$ cat src/rtl/draw_sequencer.sv
// draw_sequencer: initiator side of the per-object draw/draw_done handshake.
// Drives the draw enable of the map, link and enemies sources in that fixed
// order each frame, waits for each done (or a timeout), and muxes the active
// source's pixel stream into one registered VGA write port.
//
// Ports:
//   clock, reset        system clock, synchronous active-high reset
//   start               frame request, honoured only when idle
//   draw_<src>          draw enables, decoded from the state register
//   <src>_done          level done from each source
//   <src>_x/_y/_colour/_write  source pixel streams
//   x_out, y_out, colour_out, VGA_write  registered pixel to the VGA adapter
//   frame_done          one-cycle pulse at frame end
//   busy                high whenever the sequencer is not idle
//   timeout_err         sticky abort flags {enemies, link, map}
module draw_sequencer #(
  parameter int unsigned     TO_W    = 17,
  parameter logic [TO_W-1:0] TIMEOUT = 17'd100000
) (
  input  logic       clock,
  input  logic       reset,
  input  logic       start,
  output logic       draw_map,
  output logic       draw_link,
  output logic       draw_enemies,
  input  logic       map_done,
  input  logic       link_done,
  input  logic       enemies_done,
  input  logic [8:0] map_x,
  input  logic [8:0] link_x,
  input  logic [8:0] enemies_x,
  input  logic [7:0] map_y,
  input  logic [7:0] link_y,
  input  logic [7:0] enemies_y,
  input  logic [5:0] map_colour,
  input  logic [5:0] link_colour,
  input  logic [5:0] enemies_colour,
  input  logic       map_write,
  input  logic       link_write,
  input  logic       enemies_write,
  output logic [8:0] x_out,
  output logic [7:0] y_out,
  output logic [5:0] colour_out,
  output logic       VGA_write,
  output logic       frame_done,
  output logic       busy,
  output logic [2:0] timeout_err
);

  localparam logic [TO_W-1:0] TO_LAST = TIMEOUT - TO_W'(1);

  typedef enum logic [2:0] {
    S_IDLE, S_MAP, S_MAP_REL, S_LINK, S_LINK_REL, S_ENEM, S_ENEM_REL, S_DONE
  } state_t;

  state_t          state;
  state_t          state_nxt;
  logic [TO_W-1:0] to_cnt;
  logic            to_hit;
  logic            active;
  logic [2:0]      err_set;
  logic [8:0]      mux_x;
  logic [7:0]      mux_y;
  logic [5:0]      mux_colour;
  logic            mux_write;

  // Draw enables are a pure decode of the state register, so they drop the
  // cycle a done is accepted and stay low for the whole release cycle.
  assign draw_map     = (state == S_MAP);
  assign draw_link    = (state == S_LINK);
  assign draw_enemies = (state == S_ENEM);

  assign active = draw_map || draw_link || draw_enemies;
  assign to_hit = (to_cnt == TO_LAST);

  // Next state and timeout flags; a done on the timeout cycle takes priority.
  always_comb begin
    state_nxt = state;
    err_set   = 3'b000;
    case (state)
      S_IDLE:     if (start) state_nxt = S_MAP;
      S_MAP: begin
        if (map_done || to_hit) state_nxt = S_MAP_REL;
        err_set[0] = to_hit && !map_done;
      end
      S_MAP_REL:  state_nxt = S_LINK;
      S_LINK: begin
        if (link_done || to_hit) state_nxt = S_LINK_REL;
        err_set[1] = to_hit && !link_done;
      end
      S_LINK_REL: state_nxt = S_ENEM;
      S_ENEM: begin
        if (enemies_done || to_hit) state_nxt = S_ENEM_REL;
        err_set[2] = to_hit && !enemies_done;
      end
      S_ENEM_REL: state_nxt = S_DONE;
      S_DONE:     state_nxt = S_IDLE;
      default:    state_nxt = S_IDLE;
    endcase
  end

  // Pixel mux: only the source in its active state reaches the VGA port.
  always_comb begin
    mux_x      = 9'd0;
    mux_y      = 8'd0;
    mux_colour = 6'd0;
    mux_write  = 1'b0;
    case (state)
      S_MAP: begin
        mux_x = map_x; mux_y = map_y; mux_colour = map_colour; mux_write = map_write;
      end
      S_LINK: begin
        mux_x = link_x; mux_y = link_y; mux_colour = link_colour; mux_write = link_write;
      end
      S_ENEM: begin
        mux_x = enemies_x; mux_y = enemies_y; mux_colour = enemies_colour;
        mux_write = enemies_write;
      end
      default: ;
    endcase
  end

  // State register, timeout counter and registered outputs.
  always_ff @(posedge clock) begin
    if (reset) begin
      state       <= S_IDLE;
      to_cnt      <= '0;
      x_out       <= 9'd0;
      y_out       <= 8'd0;
      colour_out  <= 6'd0;
      VGA_write   <= 1'b0;
      frame_done  <= 1'b0;
      busy        <= 1'b0;
      timeout_err <= 3'b000;
    end else begin
      state       <= state_nxt;
      to_cnt      <= (active && (state_nxt == state)) ? to_cnt + TO_W'(1) : '0;
      x_out       <= mux_x;
      y_out       <= mux_y;
      colour_out  <= mux_colour;
      VGA_write   <= mux_write;
      frame_done  <= (state_nxt == S_DONE);
      busy        <= (state_nxt != S_IDLE);
      if (state == S_IDLE && start)
        timeout_err <= 3'b000;
      else
        timeout_err <= timeout_err | err_set;
    end
  end

endmodule

$ cat config.mk
export PLATFORM = sky130hd
export DESIGN_NAME = draw_sequencer
export DESIGN_NICKNAME = d
export VERILOG_FILES = /design/src/rtl/draw_sequencer.sv
export SDC_FILE = /design/constraint.sdc
export NUM_CORES = 1
export LEC_CHECK = 0
export CAP_MARGIN = 20
export CORE_AREA = 2 2 83 85
export CTS_CLUSTER_DIAMETER = 30
export CTS_CLUSTER_SIZE = 40
export DETAILED_ROUTE_END_ITERATION = 10
export DIE_AREA = 0 0 85 87
export PLACE_DENSITY = 0.84
export SLEW_MARGIN = 20
export SYNTH_ARGS = -nofsm -noshare
export SYNTH_HDL_FRONTEND = slang
export SYNTH_SLANG_ARGS = --single-unit
$ cat constraint.sdc
create_clock -name clock -period 2.1 [get_ports clock]
set_input_delay 0.63 -clock clock [delete_from_list [all_inputs] [get_ports clock]]
set_output_delay 0.63 -clock clock [all_outputs]
set_load 0.02 [all_outputs]
==> run_results.csv, run 1 <==
group,metric,value,unit
global_route,antenna_found_initial,0,
floorplanning,die_y,87,microns
floorplanning,io-pin-count,110,
setup_path,critical_path.max_fanout,9,
min_path,hp-class,"register to register",
clock_tree,post-cts-setup-buffers,0,
synthesis,synth_simple_gate_area_frac,0.270,
setup_path,criticalPathCategory,"register to output port",
synthesis,seq_area_frac_synth,0.405,
synthesis,yosysWarnings,0,
cells_and_area,instances_no_fill,465,
cells_and_area,layout_commonest_cell,"clkdlybuf4s50_1",
synthesis,synth.distinct_cells,45,
setup_path,cp_data_arrival_time,1.32,ns
setup_path,reg2regPathDepth,6,
setup_path,crit_cells,2,
synthesis,synth-seq-cells,49,
setup_path,end_kind,"output port",
timing,slew_viol_final,0,
setup_path,worst-path-buf-inv,1,
run_status,status,"finished, final reports clean",
pwr,ir_drop,0.301,mV
placed_design,port_buffers,109,
pwr,power_leakage,1.30,nW
drt,drt_iter0_markers,121,
global_route,grt_max_degree,36,
synthesis,netlist_area,0.00242,sq mm
cells_and_area,final_cell_mix,"106 x clkdlybuf4s50_1, 56 x nor2_1, 48 x dfxtp_1",
setup_path,path_delay_family,"flip-flops",
cells_and_area,layout.nets,463,
pwr,power,0.00212,W
job,max-cap-violations,0,
timing,relSlewSlack,0.674,
floorplanning,coreArea,0.00657,sq mm
global_route,overflow,0,
drt,drc,0,
placed_design,gp_congestion,0.859,
floorplanning,initial_core_util,0.369,
global_route,grt_pass1_wl,10300,microns
floorplanning,core.rowCount,30,
cells_and_area,n_fill_cell,575,
clock_tree,cts_root_buf,"clkbuf_8",
synthesis,yosysTopAreaCell,"dfxtp_1",
placed_design,place_inst,457,
synthesis,synth.area.top_cells,"dfxtp_1 40%, mux2i_1 10%, nor2_1 8.7%, a21oi_1 6.4%, nor3_2 3.7%",
placed_design,place.detailed.hpwl,4920,microns
timing,worst_pin_slew,0.488,ns
synthesis,syn_nets,354,
clock_tree,numCtsBuffers,5,
pwr,powerDensity,572,mW/mm^2
setup_path,crit_path_cell_trace,"and3b_1 -> dlygate4sd2_1",
synthesis,syn_avg_cell_area,8.82,sq um
setup_path,crit_slowest_cell,"dfxtp_2",
timing,hold_viol,0,
synthesis,synth_adder_area_share,0.00516,
clock_tree,htree_levels,2,
synthesis,synth_mux_area_frac,0.108,
setup_path,critical_path.max_stage_delay,0.37,ns
clock_tree,path_clk_slew,0.09,ns
timing,final-setup-viol-count,0,
cells_and_area,seq_area,982,sq um
synthesis,synth_top_area_frac,0.405,
drt,num_vias,2323,
synthesis,synthXorXnorAreaFrac,0.0433,
synthesis,synth_top_family_by_area,"simple AND/OR/NAND/NOR gates",
timing,skew,0.0108,ns
clock_tree,cts_tree,"built",
timing,grt_setup_unrepaired,"no",
timing,period_share,0.930,
synthesis,syn_inst,275,
clock_tree,clockBufferDepth,2,
setup_path,reg2reg_slack,0.22,ns
cells_and_area,syn2layout_area_growth,52.7,%
setup_path,r2r_end,"to_cnt[16]",
clock_tree,cts.sinks,49,
global_route,first_global_vias,2176,
setup_path,setup.worst_path.end,"draw_link",
cells_and_area,num_antenna_cells,0,
drt,wl_per_cell,14.0,microns
timing,fmaxAchievable,512,MHz
synthesis,synth_compound_area_frac,0.107,
clock_tree,clk_latency,0.31,ns
setup_path,start_kind,"register",
floorplanning,die_w,85,microns
cells_and_area,multiInputGateArea,0.00129,sq mm
cells_and_area,layout-drive-gt1-share,0.0987,
drt,wirelength,6530,microns
drt,vias_per_cell,5.00,
drt,drtAntennaViolNets,0,
timing,period_minus_slack,1.95,ns
setup_path,r2r_start,"to_cnt[0]",
global_route,grt_util_all_layers,0.174,
setup_path,cp.required,1.47,ns
setup_path,critPathLaunch,"state[2]",
drt,dr.pass1.iters,4,
floorplanning,die_area,0.00740,sq mm
-- repair_timing --
item / CTS / global route
endpoints found under the setup margin: 3 / 0
hold buffers: 0 / 0
resized for setup: 3 / 0
-- through the flow --
step | setup slack [ns] | utilization | hold WS [ns] | setup TNS (ns) | area, sq um
floorplan | 0.185 | - | 0.458 | 0 | 2420
global placement | 0.0152 | 0.546 | 0.450 | 0 | 3590
detailed placement | -0.0327 | 0.546 | 0.456 | -0.176 | 3590
CTS | 0.140 | 0.564 | 0.477 | 0 | 3700
global route | 0.0789 | 0.564 | 0.521 | 0 | 3700
finish | 0.147 | 0.564 | 0.471 | 0 | 3700
-- final cells by class --
class	instances	area share
Timing Repair Buffer	121	0.325
Inverter	1	0.00101
Clock buffer	6	0.0223
Tap cell	80	0.0270
Clock inverter	2	0.0101
Sequential cell	49	0.265
Multi-Input combinational cell	206	0.349
-- cells in the mapped netlist --
library cell / instances
nor2_1: 56
dfxtp_1: 49
a21oi_1: 31
mux2i_1: 25
nand2_1: 9
nor3_1: 9
nor3_2: 9
xor2_1: 7
clkbuf_1: 6
nand3_1: 5
o21ai_0: 5
xnor2_1: 5
buf_1: 4
nand4_1: 4
nor2b_1: 4
or3_1: 4
a211oi_1: 3
and3_1: 3
buf_2: 3
buf_6: 3
nor4_1: 3
and4_1: 2
nand2b_1: 2
nor3b_1: 2
nor4b_1: 2
a211o_1: 1
a21o_1: 1
a31oi_1: 1
a41oi_1: 1
and3b_1: 1
and4_4: 1
and4b_2: 1
and4bb_2: 1
buf_12: 1
buf_4: 1
bufbuf_16: 1
ha_1: 1
inv_1: 1
mux2_2: 1
nor3_4: 1
o21a_1: 1
o22a_2: 1
o41ai_1: 1
or2_2: 1
or2b_2: 1
-- per-layer routing --
metal  vias up  track usage  routed length (microns)
li1       1179            -                        -
met5         -            0                        0
met1      1057        0.221                     2970
met2        82        0.288                     3000
met4         0       0.0433                       62
met3         5       0.0521                      498
-- how the worst min path moves through the flow --
| stage | to | cells past startpoint | startpoint |
|---|---|---|---|
| global route | to_cnt[0] | 1 | to_cnt[0] |
| detailed placement | timeout_err[2] | 2 | timeout_err[2] |
| global placement | timeout_err[2] | 2 | timeout_err[2] |
| finish | timeout_err[2] | 2 | timeout_err[2] |
| CTS | timeout_err[2] | 2 | timeout_err[2] |
| floorplan | to_cnt[0] | 1 | to_cnt[0] |
-- flip-flops by register name, indices dropped and copies added, names as in the netlist --
| register | cells |
|---|---|
| y_out | 8 |
| state | 3 |
| busy | 1 |
| VGA_write | 1 |
| colour_out | 6 |
| timeout_err | 3 |
| frame_done | 1 |
| x_out | 9 |
| to_cnt | 17 |
-- logic make-up (layout without fill, tap and decap cells) --
family	Yosys count	in the layout
DFF	49	49
xor gates and xnor gates	12	12
and+or+nand+nor	121	121
adders and majority gates	1	1
muxes	26	26
buffers and inverters	20	130
AOI/OAI and AO/OA	46	46
-- worst min-delay path, delay by kind of cell (launching register included) --
| kind | cells | cell delay [ns] |
|---|---|---|
| flip-flops | 1 | 0.33 |
| AND/OR/NAND/NOR | 1 | 0.07 |
| AO/OA/AOI/OAI | 1 | 0.04 |
-- power by group --
part | switching (W) | total (W) | internal (W)
logic | 0.000187 | 0.000437 | 0.000250
registers | 0.0000139 | 0.000973 | 0.000959
clock network | 0.000321 | 0.000708 | 0.000387
(Power assumes the default switching activity.)
==> run 2: changes to the inputs <==
PLACE_DENSITY = 0.79   (was 0.84)
SETUP_SLACK_MARGIN = 0.3   (was default)
==> run 2 against run 1 <==
Compared with the run above:
- register-to-register slack better by 0.15 ns
- largest cell class unchanged
- clock skew fell by 0.0054 ns
- power shrank 2.0%
- utilization is 0.095 points higher
- sequential power is essentially flat
- clock power decreased by 4.8%
- via count is 2.0% higher
- highest routed layer unchanged
- maximum frequency is 11% higher
- critical endpoint is now to_cnt[1]
- sequential cell count is the same
- worst hold slack worse by 0.0022 ns
==> run_results.csv, run 2 (synthesis gave the netlist of run 1 again) <==
group,metric,value,unit
pwr,power,0.00208,W
clock_tree,clk_latency,0.31,ns
setup_path,reg2reg_slack,0.37,ns
cells_and_area,syn2layout_area_growth,52.9,%
global_route,grt_pass1_wl,10500,microns
global_route,overflow,0,
cells_and_area,num_antenna_cells,0,
setup_path,cp_data_arrival_time,1.96,ns
cells_and_area,top_register,"to_cnt",
pwr,intPower,0.00155,W
clock_tree,numCtsBuffers,5,
floorplanning,io-pin-count,110,
clock_tree,cts.sinks,49,
setup_path,start_kind,"primary input",
drt,num_vias,2370,
cells_and_area,stdcell_area,0.00371,sq mm
drt,wl_per_cell,14.7,microns
timing,grt_setup_unrepaired,"yes",
pwr,switchingPower,0.000525,W
pwr,switching_share,0.253,
timing,worst_pin_slew,0.482,ns
min_path,hp-class,"register to register",
drt,drt_iter0_markers,85,
global_route,first_global_vias,2159,
floorplanning,coreArea,0.00657,sq mm
placed_design,port_buffers,109,
pwr,power.clock.fraction,0.325,
timing,fmaxAchievable,567,MHz
floorplanning,die_w,85,microns
timing,relSlewSlack,0.677,
pwr,seq_power_share,0.469,
clock_tree,clockBufferDepth,2,
global_route,grt_max_degree,27,
placed_design,place_inst,457,
cells_and_area,reg_top3,"to_cnt (17), x_out (9), y_out (8)",
floorplanning,initial_core_util,0.369,
clock_tree,htree_levels,2,
timing,whs,0.469,ns
clock_tree,cts_tree,"built",
pwr,combPwrFrac,0.207,
placed_design,gp_congestion,0.823,
setup_path,cp.required,2.29,ns
timing,fin_tns_setup,0,ns
global_route,grt_util_all_layers,0.179,
floorplanning,die_area,0.00740,sq mm
setup_path,criticalPathCategory,"primary input to register",
clock_tree,hold_buffers,0,
cells_and_area,instances_no_fill,465,
cells_and_area,n_fill_cell,604,
setup_path,reg2regPathDepth,4,
drt,wirelength,6850,microns
run_status,status,"finished, final reports clean",
drt,drtAntennaViolNets,0,
drt,dr.pass1.iters,4,
timing,slew_viol_final,0,
drt,vias_per_cell,5.10,
setup_path,end_kind,"register",
setup_path,critical_path.max_fanout,17,
placed_design,placed_area,0.00359,sq mm
cells_and_area,layout.nets,463,
cells_and_area,layout-drive-gt1-share,0.151,
timing,period_minus_slack,1.76,ns
drt,drc,0,
clock_tree,post-cts-setup-buffers,0,
global_route,antenna_found_initial,0,
floorplanning,core.rowCount,30,
cells_and_area,largest_register_ffs,17,
cells_and_area,final_cell_mix,"77 x clkdlybuf4s50_1, 56 x nor2_1, 43 x dfxtp_1",
timing,skew,0.00542,ns
timing,hold_viol,0,
min_path,hold_depth,2,
pwr,ir_drop,0.254,mV
cells_and_area,layout_commonest_cell,"clkdlybuf4s50_1",
placed_design,place.detailed.hpwl,5080,microns
clock_tree,cts_root_buf,"clkbuf_8",
timing,final-setup-viol-count,0,
pwr,powerDensity,560,mW/mm^2
timing,period_share,0.840,
job,max-cap-violations,0,
clock_tree,path_clk_slew,0.09,ns
floorplanning,die_y,87,microns
pwr,power_leakage,1.42,nW
==> run 2: layer usage <==
metal,routed length [microns],global-route usage,up-vias
li1,-,-,1179
met1,3040,0.226,1098
met2,3200,0.300,87
met3,553,0.0512,6
met4,61,0.0476,0
met5,0,0,-
==> run 2: through the flow <==
step,utilization,worst slack (ns)
after floorplan,-,0.343
after global placement,0.546,0.0194
after detailed placement,0.546,-0.0826
after CTS,0.561,0.197
after global routing,0.565,0.291
final,0.565,0.336
==> run 2: path summary, 6_finish.rpt <==
path,start,to
hold reg to reg,timeout_err[0],timeout_err[0]
setup / recovery,map_done,to_cnt[1]
setup reg to reg,to_cnt[2],to_cnt[15]
hold / removal,timeout_err[0],timeout_err[0]
==> run 2: critical path, cell delays in order <==
cell	delay (ns)
clkdlybuf4s50_1	0.47
or2b_2	0.31
a21oi_1	0.14
a211o_1	0.16
buf_12	0.18
nor3b_1	0.06
==> run 2: power groups by stage <==
stage | Sequential (W) | Combinational, W | Clock (W)
3_5_place_dp | 0.000995 | 0.000443 | 0
2_1_floorplan | 0.00102 | 0.000180 | 0
6_report | 0.000973 | 0.000429 | 0.000674
4_1_cts | 0.000974 | 0.000429 | 0.000699
3_3_place_gp | 0.000995 | 0.000435 | 0
5_1_grt | 0.000976 | 0.000459 | 0.000738
==> run 2: layout make-up <==
| class | instances | area, sq um | area share |
|---|---|---|---|
| inverter | 1 | 3.75 | 0.00101 |
| multi-input combinational | 206 | 1350 | 0.364 |
| sequential | 49 | 991 | 0.267 |
| tap | 80 | 100 | 0.0270 |
| timing repair buffer | 121 | 1150 | 0.310 |
| clock buffer | 5 | 68.8 | 0.0186 |
| clock inverter | 3 | 46.3 | 0.0125 |
==> run 2: timing repair <==
| item | 4_1_cts | 5_1_grt |
|---|---|---|
| resized for setup | 47 | 11 |
| endpoints found under the setup margin | 62 | 35 |
| pin swaps | 0 | 3 |
==> run 3: changes to the inputs <==
CORE_AREA = 2 2 79 81   (was 2 2 83 85)
DIE_AREA = 0 0 81 83   (was 0 0 85 87)
PLACE_DENSITY = 0.83   (was 0.79)
clock period = 1.8 ns   (was 2.1 ns; I/O delays follow)
==> run 3 against run 2 <==
Compared with the run above:
- sequential cell count unchanged
- final cell count is 5.4% higher
- non-clock buffer count rose by 30
- register-to-register slack got worse by 0.31 ns
- combinational power is 45% higher
- sequential share of layout area decreased by 2.5 points
- count of clock-buffer cells in the layout did not move
- clock skew is 0.00063 ns higher
- setup slack got worse by 0.27 ns
- cell area up 13%
- power is 24% higher
- first-iteration DRC count up 74%
==> run_results.csv, run 3 (synthesis gave the netlist of run 1 again) <==
group,metric,value,unit
drt,drc,0,
cells_and_area,layout.nets,493,
pwr,powerDensity,614,mW/mm^2
setup_path,critical_path.max_fanout,8,
pwr,power_leakage,1.57,nW
min_path,hp-start,"timeout_err[1]",
timing,hold_viol,0,
global_route,grt_pass1_wl,12400,microns
cells_and_area,largest_register_ffs,17,
run_status,status,"finished, final reports clean",
floorplanning,die_y,83,microns
cells_and_area,fin_util,0.722,
setup_path,criticalPathCategory,"register to register",
placed_design,gp_congestion,0.897,
cells_and_area,final_cell_mix,"73 x clkdlybuf4s50_1, 52 x nor2_1, 34 x dfxtp_1",
min_path,whs_endpoint,"timeout_err[1]",
timing,period_minus_slack,1.74,ns
drt,drt_iter0_markers,148,
clock_tree,numCtsBuffers,5,
job,max-cap-violations,0,
floorplanning,die_w,81,microns
timing,final-setup-viol-count,0,
cells_and_area,layout-drive-gt1-share,0.325,
global_route,overflow,0,
setup_path,reg2regPathDepth,6,
setup_path,cp_data_arrival_time,1.97,ns
clock_tree,clk_latency,0.31,ns
drt,wl_per_cell,18.3,microns
setup_path,r2r_start,"to_cnt[14]",
global_route,grt_max_degree,34,
min_path,hp-class,"register to register",
timing,period_share,0.966,
timing,fin_tns_setup,0,ns
setup_path,start_kind,"register",
cells_and_area,syn2layout_area_growth,73.1,%
clock_tree,clockBufferDepth,2,
cells_and_area,layout_commonest_cell,"clkdlybuf4s50_1",
timing,worst_pin_slew,0.435,ns
setup_path,crit_slowest_cell,"dfxtp_2",
drt,drtAntennaViolNets,0,
global_route,first_global_vias,2520,
setup_path,crit_path_cell_trace,"and4b_2 -> and4_4 -> a211o_4 -> buf_4 -> buf_16 -> nor3_2",
pwr,power,0.00258,W
placed_design,place.detailed.hpwl,5430,microns
timing,fmaxAchievable,575,MHz
pwr,ir_drop,0.441,mV
drt,dr.pass1.iters,4,
floorplanning,coreArea,0.00582,sq mm
clock_tree,cts.sinks,49,
floorplanning,initial_core_util,0.417,
timing,grt_setup_unrepaired,"yes",
clock_tree,cts_tree,"built",
drt,num_vias,2636,
setup_path,critical_path.max_stage_delay,0.38,ns
global_route,antenna_found_initial,0,
floorplanning,die_area,0.00672,sq mm
clock_tree,htree_levels,2,
timing,whs,0.482,ns
timing,slew_viol_final,0,
setup_path,reg2reg_slack,0.06,ns
drt,wirelength,8950,microns
setup_path,cp.required,2.03,ns
placed_design,port_buffers,109,
setup_path,r2r_end,"to_cnt[12]",
cells_and_area,num_antenna_cells,0,
cells_and_area,top_register,"to_cnt",
clock_tree,cts_root_buf,"clkbuf_8",
floorplanning,io-pin-count,110,
clock_tree,path_clk_slew,0.10,ns
timing,skew,0.00605,ns
setup_path,end_kind,"register",
global_route,grt_util_all_layers,0.236,
floorplanning,core.rowCount,28,
timing,relSlewSlack,0.708,
drt,vias_per_cell,5.38,
cells_and_area,reg_top3,"to_cnt (17), x_out (9), y_out (8)",
min_path,hold_depth,2,
==> run 3: cell types whose count changed in the layout (fill, tap and decap cells not counted), moves of 5 or more <==
cell             before  now
dfxtp_1              43   34
buf_6                 1   10
dlygate4sd2_1        29    3
dfxtp_4               1    6
nor3_2               11    5
clkdlybuf4s15_2       0    5
nor3_4                1    6
clkbuf_2              0   17
buf_4                11   26
==> run 3: stage by stage <==
| stage | instances | instance area [sq um] | setup WS, ns |
|---|---|---|---|
| after global placement | 460 | 3680 | -0.203 |
| after floorplan | 275 | 2450 | 0.111 |
| final | 490 | 4200 | 0.0608 |
| after CTS | 484 | 4080 | 0.0424 |
| after detailed placement | 460 | 3680 | -0.270 |
| after global routing | 490 | 4200 | 0.0322 |
==> run 3: repair_timing <==
action,in CTS,in global routing
gates cloned,2,2
hold endpoints to repair,0,0
pin swaps,3,7
endpoints found under the setup margin,72,58
setup buffers,14,4
resized for setup,109,65
hold buffers,0,0
==> run 3: layout make-up <==
| type | instances | area (sq um) |
|---|---|---|
| clock buffer | 5 | 68.8 |
| clock inverter | 3 | 46.3 |
| fill | 387 | 1620 |
| inverter | 1 | 3.75 |
| multi-input combinational | 206 | 1490 |
| sequential | 49 | 1010 |
| tap | 75 | 93.8 |
| timing repair buffer | 151 | 1480 |
==> run 3: routing by layer <==
metal | vias to the layer above | global-route usage | wire (microns)
li1 | 1241 | - | -
met1 | 1252 | 0.273 | 3470
met2 | 115 | 0.405 | 4420
met3 | 28 | 0.0728 | 811
met4 | 0 | 0.0786 | 245
met5 | - | 0 | 0
==> run 3: power breakdown <==
part           total (W)  internal (W)  switching [W]
clock network   0.000820      0.000417       0.000403
logic           0.000621      0.000347       0.000274
registers        0.00114       0.00111      0.0000212
total            0.00258       0.00188       0.000698
==> run 3: worst max path at each step <==
stage	depth (start not counted)	startpoint	to
2_1_floorplan	9	to_cnt[0]	to_cnt[0]
6_report	6	to_cnt[14]	to_cnt[12]
4_1_cts	2	state[0]	draw_link
3_3_place_gp	6	enemies_done	to_cnt[1]
5_1_grt	6	to_cnt[14]	to_cnt[12]
3_5_place_dp	6	enemies_done	to_cnt[16]
==> run 3: critical path: cells and delay by family, from the launching register on <==
family	cells	cell delay, ns
flip-flops	1	0.38
AO/OA/AOI/OAI	1	0.36
AND/OR/NAND/NOR	3	0.61
buffers and inverters	2	0.30
